--- src/rtl/shift_pkg.sv ---
// Shared types, widths and helpers for the multi-cycle shift unit.
package shift_pkg;

    localparam int XLEN    = 32;
    localparam int SHAMT_W = 5;
    localparam int STEP_W  = 3;

    typedef enum logic [1:0] {
        SLL  = 2'd0,
        SRL  = 2'd1,
        SRA  = 2'd2,
        RSVD = 2'd3
    } shift_op_t;

    typedef enum logic [1:0] {
        IDLE  = 2'd0,
        SHIFT = 2'd1,
        DONE  = 2'd2
    } seq_state_t;

    function automatic int nsteps(input int bpc);
        return (SHAMT_W + bpc - 1) / bpc;
    endfunction

    function automatic logic [XLEN-1:0] bitreverse(input logic [XLEN-1:0] v);
        logic [XLEN-1:0] r;
        for (int i = 0; i < XLEN; i++) begin
            r[i] = v[XLEN-1-i];
        end
        return r;
    endfunction

endpackage

--- src/rtl/shift_stage.sv ---
// One narrow right-shift stage: shifts by amt * 2^(BPC*pos), filling vacated MSBs.
module shift_stage
    import shift_pkg::*;
#(
    parameter int BPC = 1
) (
    input  logic [XLEN-1:0]   i_in,
    input  logic [BPC-1:0]    i_amt,
    input  logic [STEP_W-1:0] i_pos,
    input  logic              i_fill,
    output logic [XLEN-1:0]   o_out
);

    logic [2*XLEN-1:0] w_ext;
    logic [15:0]       w_dist;

    // Extending with a full word of fill bits lets one logical shift cover SRA too.
    assign w_ext  = {{XLEN{i_fill}}, i_in};
    assign w_dist = 16'(i_amt) << (BPC * i_pos);
    assign o_out  = XLEN'(w_ext >> w_dist);

endmodule

--- src/rtl/shift_sequencer.sv ---
// Multi-cycle RV32 SLL/SRL/SRA unit consuming BPC shift-amount bits per cycle.
module shift_sequencer
    import shift_pkg::*;
#(
    parameter int XLEN       = 32,
    parameter int BPC        = 1,
    parameter int EARLY_EXIT = 1
) (
    input  logic            clk,
    input  logic            rst_n,
    input  logic            flush,
    input  logic            req_valid,
    output logic            req_ready,
    input  logic [1:0]      req_op,
    input  logic [XLEN-1:0] req_data,
    input  logic [4:0]      req_shamt,
    input  logic [4:0]      req_tag,
    output logic            rsp_valid,
    input  logic            rsp_ready,
    output logic [XLEN-1:0] rsp_data,
    output logic [4:0]      rsp_tag,
    output logic            busy
);

    localparam int NSTEPS = nsteps(BPC);

    seq_state_t          r_state;
    seq_state_t          w_state_nxt;
    shift_op_t           r_op;
    shift_op_t           w_op_in;
    logic [XLEN-1:0]     r_work;
    logic [SHAMT_W-1:0]  r_shamt_rem;
    logic [STEP_W-1:0]   r_step;
    logic                r_fill;
    logic [4:0]          r_tag;

    logic                w_accept;
    logic                w_last;
    logic [SHAMT_W-1:0]  w_rem_nxt;
    logic [XLEN-1:0]     w_stage_out;

    assign w_op_in   = shift_op_t'(req_op);
    assign req_ready = (r_state == IDLE) && !flush;
    assign w_accept  = req_valid && req_ready;
    assign w_rem_nxt = r_shamt_rem >> BPC;
    assign w_last    = (r_step == STEP_W'(NSTEPS - 1)) ||
                       ((EARLY_EXIT != 0) && (w_rem_nxt == '0));

    shift_stage #(.BPC(BPC)) u_stage (
        .i_in   (r_work),
        .i_amt  (r_shamt_rem[BPC-1:0]),
        .i_pos  (r_step),
        .i_fill (r_fill),
        .o_out  (w_stage_out)
    );

    // NOTE: sequential state uses non-blocking assignments so every register samples pre-edge values.
    always_ff @(posedge clk or negedge rst_n) begin
        if (!rst_n) begin
            r_state <= IDLE;
        end else begin
            r_state <= w_state_nxt;
        end
    end

    // NOTE: every output of this block gets a default first, so no path leaves a latch behind.
    always_comb begin
        w_state_nxt = r_state;
        rsp_valid   = 1'b0;
        rsp_data    = '0;
        rsp_tag     = '0;
        busy        = (r_state != IDLE);
        case (r_state)
            IDLE: begin
                if (w_accept) begin
                    w_state_nxt = ((req_shamt == '0) || (w_op_in == RSVD)) ? DONE : SHIFT;
                end
            end
            SHIFT: begin
                if (w_last) w_state_nxt = DONE;
            end
            DONE: begin
                rsp_valid = 1'b1;
                rsp_data  = (r_op == SLL) ? bitreverse(r_work) : r_work;
                rsp_tag   = r_tag;
                if (rsp_ready) w_state_nxt = IDLE;
            end
            default: w_state_nxt = IDLE;
        endcase
        if (flush) w_state_nxt = IDLE;
    end

    // SLL is done as reverse / right-shift / reverse so one right-shift stage serves all ops.
    always_ff @(posedge clk or negedge rst_n) begin
        if (!rst_n) begin
            r_op        <= SLL;
            r_work      <= '0;
            r_shamt_rem <= '0;
            r_step      <= '0;
            r_fill      <= 1'b0;
            r_tag       <= '0;
        end else if (w_accept) begin
            r_op        <= w_op_in;
            r_work      <= (w_op_in == SLL) ? bitreverse(req_data) : req_data;
            r_shamt_rem <= req_shamt;
            r_step      <= '0;
            r_fill      <= (w_op_in == SRA) && req_data[XLEN-1];
            r_tag       <= req_tag;
        end else if (r_state == SHIFT) begin
            r_work      <= w_stage_out;
            r_shamt_rem <= w_rem_nxt;
            r_step      <= r_step + 1'b1;
        end
    end

endmodule

--- config.mk ---
export PLATFORM = sky130hd
export DESIGN_NAME = shift_sequencer
export DESIGN_NICKNAME = d
export VERILOG_FILES = /design/src/rtl/shift_pkg.sv /design/src/rtl/shift_stage.sv /design/src/rtl/shift_sequencer.sv
export SDC_FILE = /design/constraint.sdc
export NUM_CORES = 1
export LEC_CHECK = 0
export CELL_PAD_IN_SITES_DETAIL_PLACEMENT = 0
export CELL_PAD_IN_SITES_GLOBAL_PLACEMENT = 1
export CORE_AREA = 3 3 119 121
export CTS_CLUSTER_SIZE = 8
export DETAILED_ROUTE_END_ITERATION = 10
export DIE_AREA = 0 0 122 124
export PLACE_DENSITY_LB_ADDON = 0.1
export SYNTH_ARGS = -nofsm -noshare
export SYNTH_HDL_FRONTEND = slang
export SYNTH_HIERARCHICAL = 1
export SYNTH_SLANG_ARGS = --single-unit
export TNS_END_PERCENT = 50
--- constraint.sdc ---
create_clock -name clk -period 3.1 [get_ports clk]
set_clock_uncertainty 0.2 [all_clocks]
set_input_delay 0.93 -clock clk [delete_from_list [all_inputs] [get_ports clk]]
set_output_delay 0.93 -clock clk [all_outputs]
set_load 0.005 [all_outputs]
# Yosys cells after proc, flatten, opt, wreduce, memory -nomap -nowiden
# Cells that the tools add are included.
[totals]
ff_bits = 50
input_bits = 49
out_inout_bits = 40
wordCells = 49
[classes]
n_addsub = 1
eq_ne = 8
shifts = 2
muxes = 17
n_reduce_logical = 14
[ops]
columns = ["op", "n"]
rows = [
  ["$mux W32", 5],
  ["$shr A64 B16 Y32", 1],
  ["$shl A1 B3 Y16", 1],
  ["$mux W5", 3],
  ["$logic_not A5 Y1", 2],
  ["$mux W2", 5],
  ["$ne A3 B3 Y1 const B", 3],
  ["$eq A2 B2 Y1 const B", 3],
  ["$logic_not A2 Y1", 3],
  ["$mux W3", 2],
  ["$pmux W2 S3", 1],
  ["$reduce_bool A2 Y1", 2],
  ["$add A3 B1 Y3 const B", 1],
  ["$eq A3 B3 Y1 const B", 1],
  ["$logic_and A1 B1 Y1", 3],
  ["$reduce_and A3 Y1", 1],
  ["$eq A2 B1 Y1 const B", 1],
  ["$logic_or A1 B1 Y1", 2],
  ["$logic_not A1 Y1", 1],
  ["$mux W1", 1],
]

# Depth between registers and ports, before layout
[depth]
depth_word = 6
depth_mapped = 10
mapped_depth_nobuf = 7

# Modules after synthesis
# Netlist, hierarchy kept.
[modules_own_cells]
columns = ["module", "instances", "cells_each", "area_per_inst_um2"]
rows = [
  ["shift_sequencer", 1, 343, 3164.3],
  ["shift_stage", 1, 350, 2104.5],
]

# Least setup slack after synthesis
# OpenSTA, ideal clock, no wires.
[synth_path]
path_type = "reg-to-output"
start = "register r_state[0]"
end = "output port rsp_data[0]"
t_arrival_ns = 1.146
required_time_ns = 1.970
path_slack_ns = 0.824
path_stages_with_launch = 6
path_cell_list = "dfrtp_1 -> buf_2 -> nand2b_1 -> clkbuf_1 -> clkbuf_1 -> a21oi_1"
[synth_via]
elab_chain_len = 2
[synth_lines]
columns = ["item", "line_no", "source"]
rows = [
  ["start: declaration", "shift_sequencer.sv:27", "seq_state_t r_state;"],
  ["start signal: assignment", "shift_sequencer.sv:62", "r_state <= w_state_nxt;"],
  ["$eq A2 B2 Y1", "shift_sequencer.sv:73", "case (r_state)"],
  ["$mux W32", "shift_sequencer.sv:73", ""],
  ["end: declaration", "shift_sequencer.sv:20", "output logic [XLEN-1:0] rsp_data,"],
]
# No other way between the ends.

# Worst setup path in the final report
[layout_path]
start = "register r_state[1]"
end = "output port rsp_tag[0]"
[layout_via]
elab_chain_len = 2
[layout_lines]
columns = ["item", "line_no", "source"]
rows = [
  ["$eq A2 B2 Y1", "shift_sequencer.sv:73", ""],
  ["$mux W5", "shift_sequencer.sv:73", ""],
  ["end: declaration", "shift_sequencer.sv:21", "output logic [4:0] rsp_tag,"],
]
# No other way between the ends.

==> results.md <==
Timing:
- The transition time at the pin with the least slew margin is 0.640 ns.
- The worst slew slack as a fraction of its limit is 57.3%.
- Across all hold checks on the routed design, the worst slack comes to slightly below 0.3 ns.
- Setup repair after global routing left no endpoint under its margin.
- The final hold violation count is 0.
- The final critical path time including I/O delays and setup is ~3.0 ns.
- The number of max-slew violations in the final report is 0.
- The post-route fraction of the period consumed by the critical path is 96.6%.
- The fmax is between 0.3 and 0.4 GHz.
- Setup violations remaining at the end of the flow were counted as 0.

Critical path:
- The critical path goes through nand2b_1 -> buf_12 -> inv_1 -> and2_1 -> clkdlybuf4s50_1.
- At the worst endpoint, the arrival time is around 1.9 ns.
- The worst setup path is captured at an output pin.
- The internal reg-to-reg setup slack is 0.25 ns.
- In this run the critical register-to-register path is captured at r_work[7].
- The worst setup path is launched from a flop.
- The start-to-end type of the worst setup path is reg2out.
- The required time of the critical path is 1.97 ns.
- The largest fanout on the critical path is 34.
- The dominant delay contributor by cell family on the critical path is buffers and inverters.
- The number of cells traversed by the worst register-to-register path is 7.
- The maximum single-stage delay on the critical path is 0.51 ns.
- Counting buffers and inverters, the worst setup path is 5 cells deep.
- The buffering stage count on the worst path with inverters included is 3.
- The critical path's slowest cell is clkdlybuf4s50_1.
- The launching point of the worst reg2reg path is r_step[2].

Synthesis:
- The prevailing post-synth register cell is dfrtp_1.
- Counting every net in the synthesized netlist gives between 700 and 800.
- Counting every instance in the synthesized netlist gives a little under 700.
- The number of distinct standard cells referenced by the synthesized netlist is 68.
- The post-synthesis sequential area ratio is 23.7%.
- After synthesis the cells add up to ~5300 um^2.
- A synthesized cell averages 7.60 um^2.
- The number of synthesized flops with an enable pin is 0.
- The count of warnings emitted by yosys is 6.
- After synthesis the netlist holds a flip-flop and latch count of 50.
- The proportion of synthesized flip-flops having asynchronous set or reset is between 90% and 100%.

Global route:
- Entering global routing, the biggest net connects 40 pins.
- The number of global-route vias before repair is roughly 5800.
- The leftover overflow at the end of global routing is 0.
- Global routing used 30.3% of the available tracks across all layers.
- The first global-routing pass estimated 34.5 mm of wire.
- The initial antenna violation count was 0.

Drt:
- After detailed routing, the number of vias per cell comes to approximately 6.3.
- Summed over all layers, the routed wires come to about 23 mm.
- The detailed-router iteration count before antenna repair is 6.
- In the routed design, unresolved DRC markers number 0.
- After detailed routing, the average wire length per cell comes to 23.5 um.
- After the first detailed-routing iteration, the DRC count stood at 694.
- The count of nets left with antenna violations once routing finished came out at 0.
- The via count of the routed design is 6162.

Power and ir drop:
- Power comes to 7410 uW.
- Internal power comes to 3590 uW.
- In this run the power spent charging and discharging nets is 3820 uW.
- In this run, the clock network consumes 8.8% of the power.
- In this run the power density over the cells is between 1000 and 1500 nW/um^2.
- Combinational logic burns 68.2% of the power.
- The switching part of the total is 51.6%.
- The leakage power total is 0.00292 uW.
- In this run, flip-flops and latches consume 23.0% of the power.
- IR analysis of the VDD net gives a maximum drop of 0.502 mV.

Final layout:
- The final layout contains 856 nets.
- The library cell used most frequently in the layout, excluding fill and tap cells, is nand2_1.
- Leaving out fill and tap cells, the most frequent cells in the layout are 131 x nand2_1, 94 x mux2i_1, 86 x clkdlybuf4s50_1.
- In the final layout, the share of cells above drive strength 1 is 13.8%.
- The signed area change from the synthesized netlist to the final layout is 32.0%.
- The final cell count without fillers is 982.
- The number of antenna repair diodes is 0.

Floorplan:
- After floorplanning, the core was sized to cover ~13000 um^2.
- The initialized floorplan defines 42 standard-cell rows.
- The die covers 15100 um^2.
- Pin placement for this block handled 89 I/O pins.
- From left edge to right edge, the die measures between 100 and 150 um.
- Measured along the y axis, the die boundary spans 124 um.
- The initial cell density of the core is 39.9%.

Clocking:
- The clock transition at the register clock pins on the worst setup and hold paths after CTS is 0.07 ns.
- The tree built by TritonCTS fans out to 50 sinks.
- The clock buffer count from CTS is 5.
- The longest clock path from root to sink contains 2 buffers.
- At the later pin of the worst-skew pair, clock insertion delay measures 0.29 ns.
- The CTS root buffer is clkbuf_16.
- For this design, the CTS-stage hold fixing added 0 buffers.
- TritonCTS built the clock tree.
- Once the clock tree was built, the setup fixing pass inserted 0 buffers.
- The H-tree was split into 2 levels.

Min path:
- The class of the most critical hold timing path is in2async.

Placement:
- The wire-length estimate of the detail-placed layout is 17.7 mm.
- Buffers placed on the I/O ports in this run total 88.
- In this run, placement finished with an instance count of 974.
- The final RePlAce weighted congestion is approximately 1.0.

Run:
- The number of maximum-capacitance constraint violations is 0.

Outcome:
- The run finished with clean final reports.
[worst register-to-register path, delay by kind of cell, from the launching register on]
kind	cells	cell delay (ns)
flip-flops	1	0.62
multiplexers	2	0.32
AND/OR/NAND/NOR	1	0.73
AO/OA/AOI/OAI	4	0.86
[cells by family (layout without fill, tap and decap cells)]
| logic type | count (synthesis) | in the layout | share of synthesized area, % |
|---|---|---|---|
| xor+xnor | 2 | 2 | 0.333 |
| buf+inv | 72 | 185 | 6.65 |
| compound gates | 213 | 213 | 26.6 |
| fa+ha+maj | 2 | 2 | 0.475 |
| mux | 103 | 103 | 20.0 |
| flops | 50 | 50 | 23.7 |
| simple gates | 251 | 251 | 22.2 |
[power by group through the flow]
stage | Sequential (uW) | Clock, uW | Combinational [uW]
2_1_floorplan | 1350 | 0 | 3000
3_3_place_gp | 1670 | 0 | 4840
3_5_place_dp | 1670 | 0 | 4860
4_1_cts | 1660 | 666 | 4890
5_1_grt | 1720 | 690 | 5420
6_report | 1700 | 655 | 5050
[stage by stage]
step | utilization, % | cell area [um^2] | TNS (ns) | setup slack, ns
2_1_floorplan | - | 5270 | 0 | 0.824
3_3_place_gp | 51.1 | 6740 | -0.0849 | -0.0849
3_5_place_dp | 51.1 | 6740 | -0.0262 | -0.0262
4_1_cts | 52.5 | 6920 | 0 | 0.00268
5_1_grt | 52.7 | 6950 | 0 | 0.0189
6_report | 52.7 | 6950 | 0 | 0.106
[registers in the layout, summed over array words and instances (netlist names)]
| name | flops |
|---|---|
| r_op | 2 |
| r_state | 2 |
| r_fill | 1 |
| r_tag | 5 |
| r_step | 3 |
| r_shamt_rem | 5 |
| r_work | 32 |
[synth_stat cells, types with 6 or more instances]
library cell,instances,area share [%]
and2_1,7,0.83
o22ai_1,13,1.5
o31ai_1,6,0.85
nand3_1,10,0.95
a21oi_1,75,7.1
dfrtp_1,50,24
mux2i_1,94,18
inv_1,11,0.78
o21ai_0,32,3.0
nor3_1,11,1.0
nand3b_1,6,0.85
buf_4,10,1.4
nor2_1,41,2.9
a22oi_1,12,1.7
a221oi_1,6,1.0
clkbuf_1,18,1.3
buf_2,28,2.7
nand2b_1,10,1.2
nand2_1,131,9.3
mux2_2,8,1.7
nor2b_1,12,1.4
[layout make-up]
type | instances | area [um^2]
Fill cell | 1264 | 6240
Clock inverter | 2 | 38.8
Multi-Input combinational cell | 571 | 3680
Clock buffer | 6 | 139
Timing Repair Buffer | 164 | 1580
Sequential cell | 50 | 1250
Inverter | 13 | 48.8
Tap cell | 176 | 220
[routing by layer]
metal / track usage [%] / wire, um
met1: 40.1 / 9370
met4: 13.1 / 990
met5: 0 / 0
met3: 8.49 / 2480
met2: 46.3 / 10200
[how the worst max path moves through the flow]
stage / startpoint / to
6_report: r_state[1] / rsp_tag[0]
5_1_grt: r_state[1] / rsp_tag[0]
4_1_cts: r_state[1] / rsp_tag[0]
3_5_place_dp: flush / req_ready
3_3_place_gp: flush / req_ready
2_1_floorplan: r_state[0] / rsp_data[0]
[what timing repair did]
action / in CTS / in global routing
gates cloned: 0 / 0
resized for setup: 2 / 9
endpoints found under the setup margin: 6 / 31
Note: power is estimated with default switching activity, not from simulation.
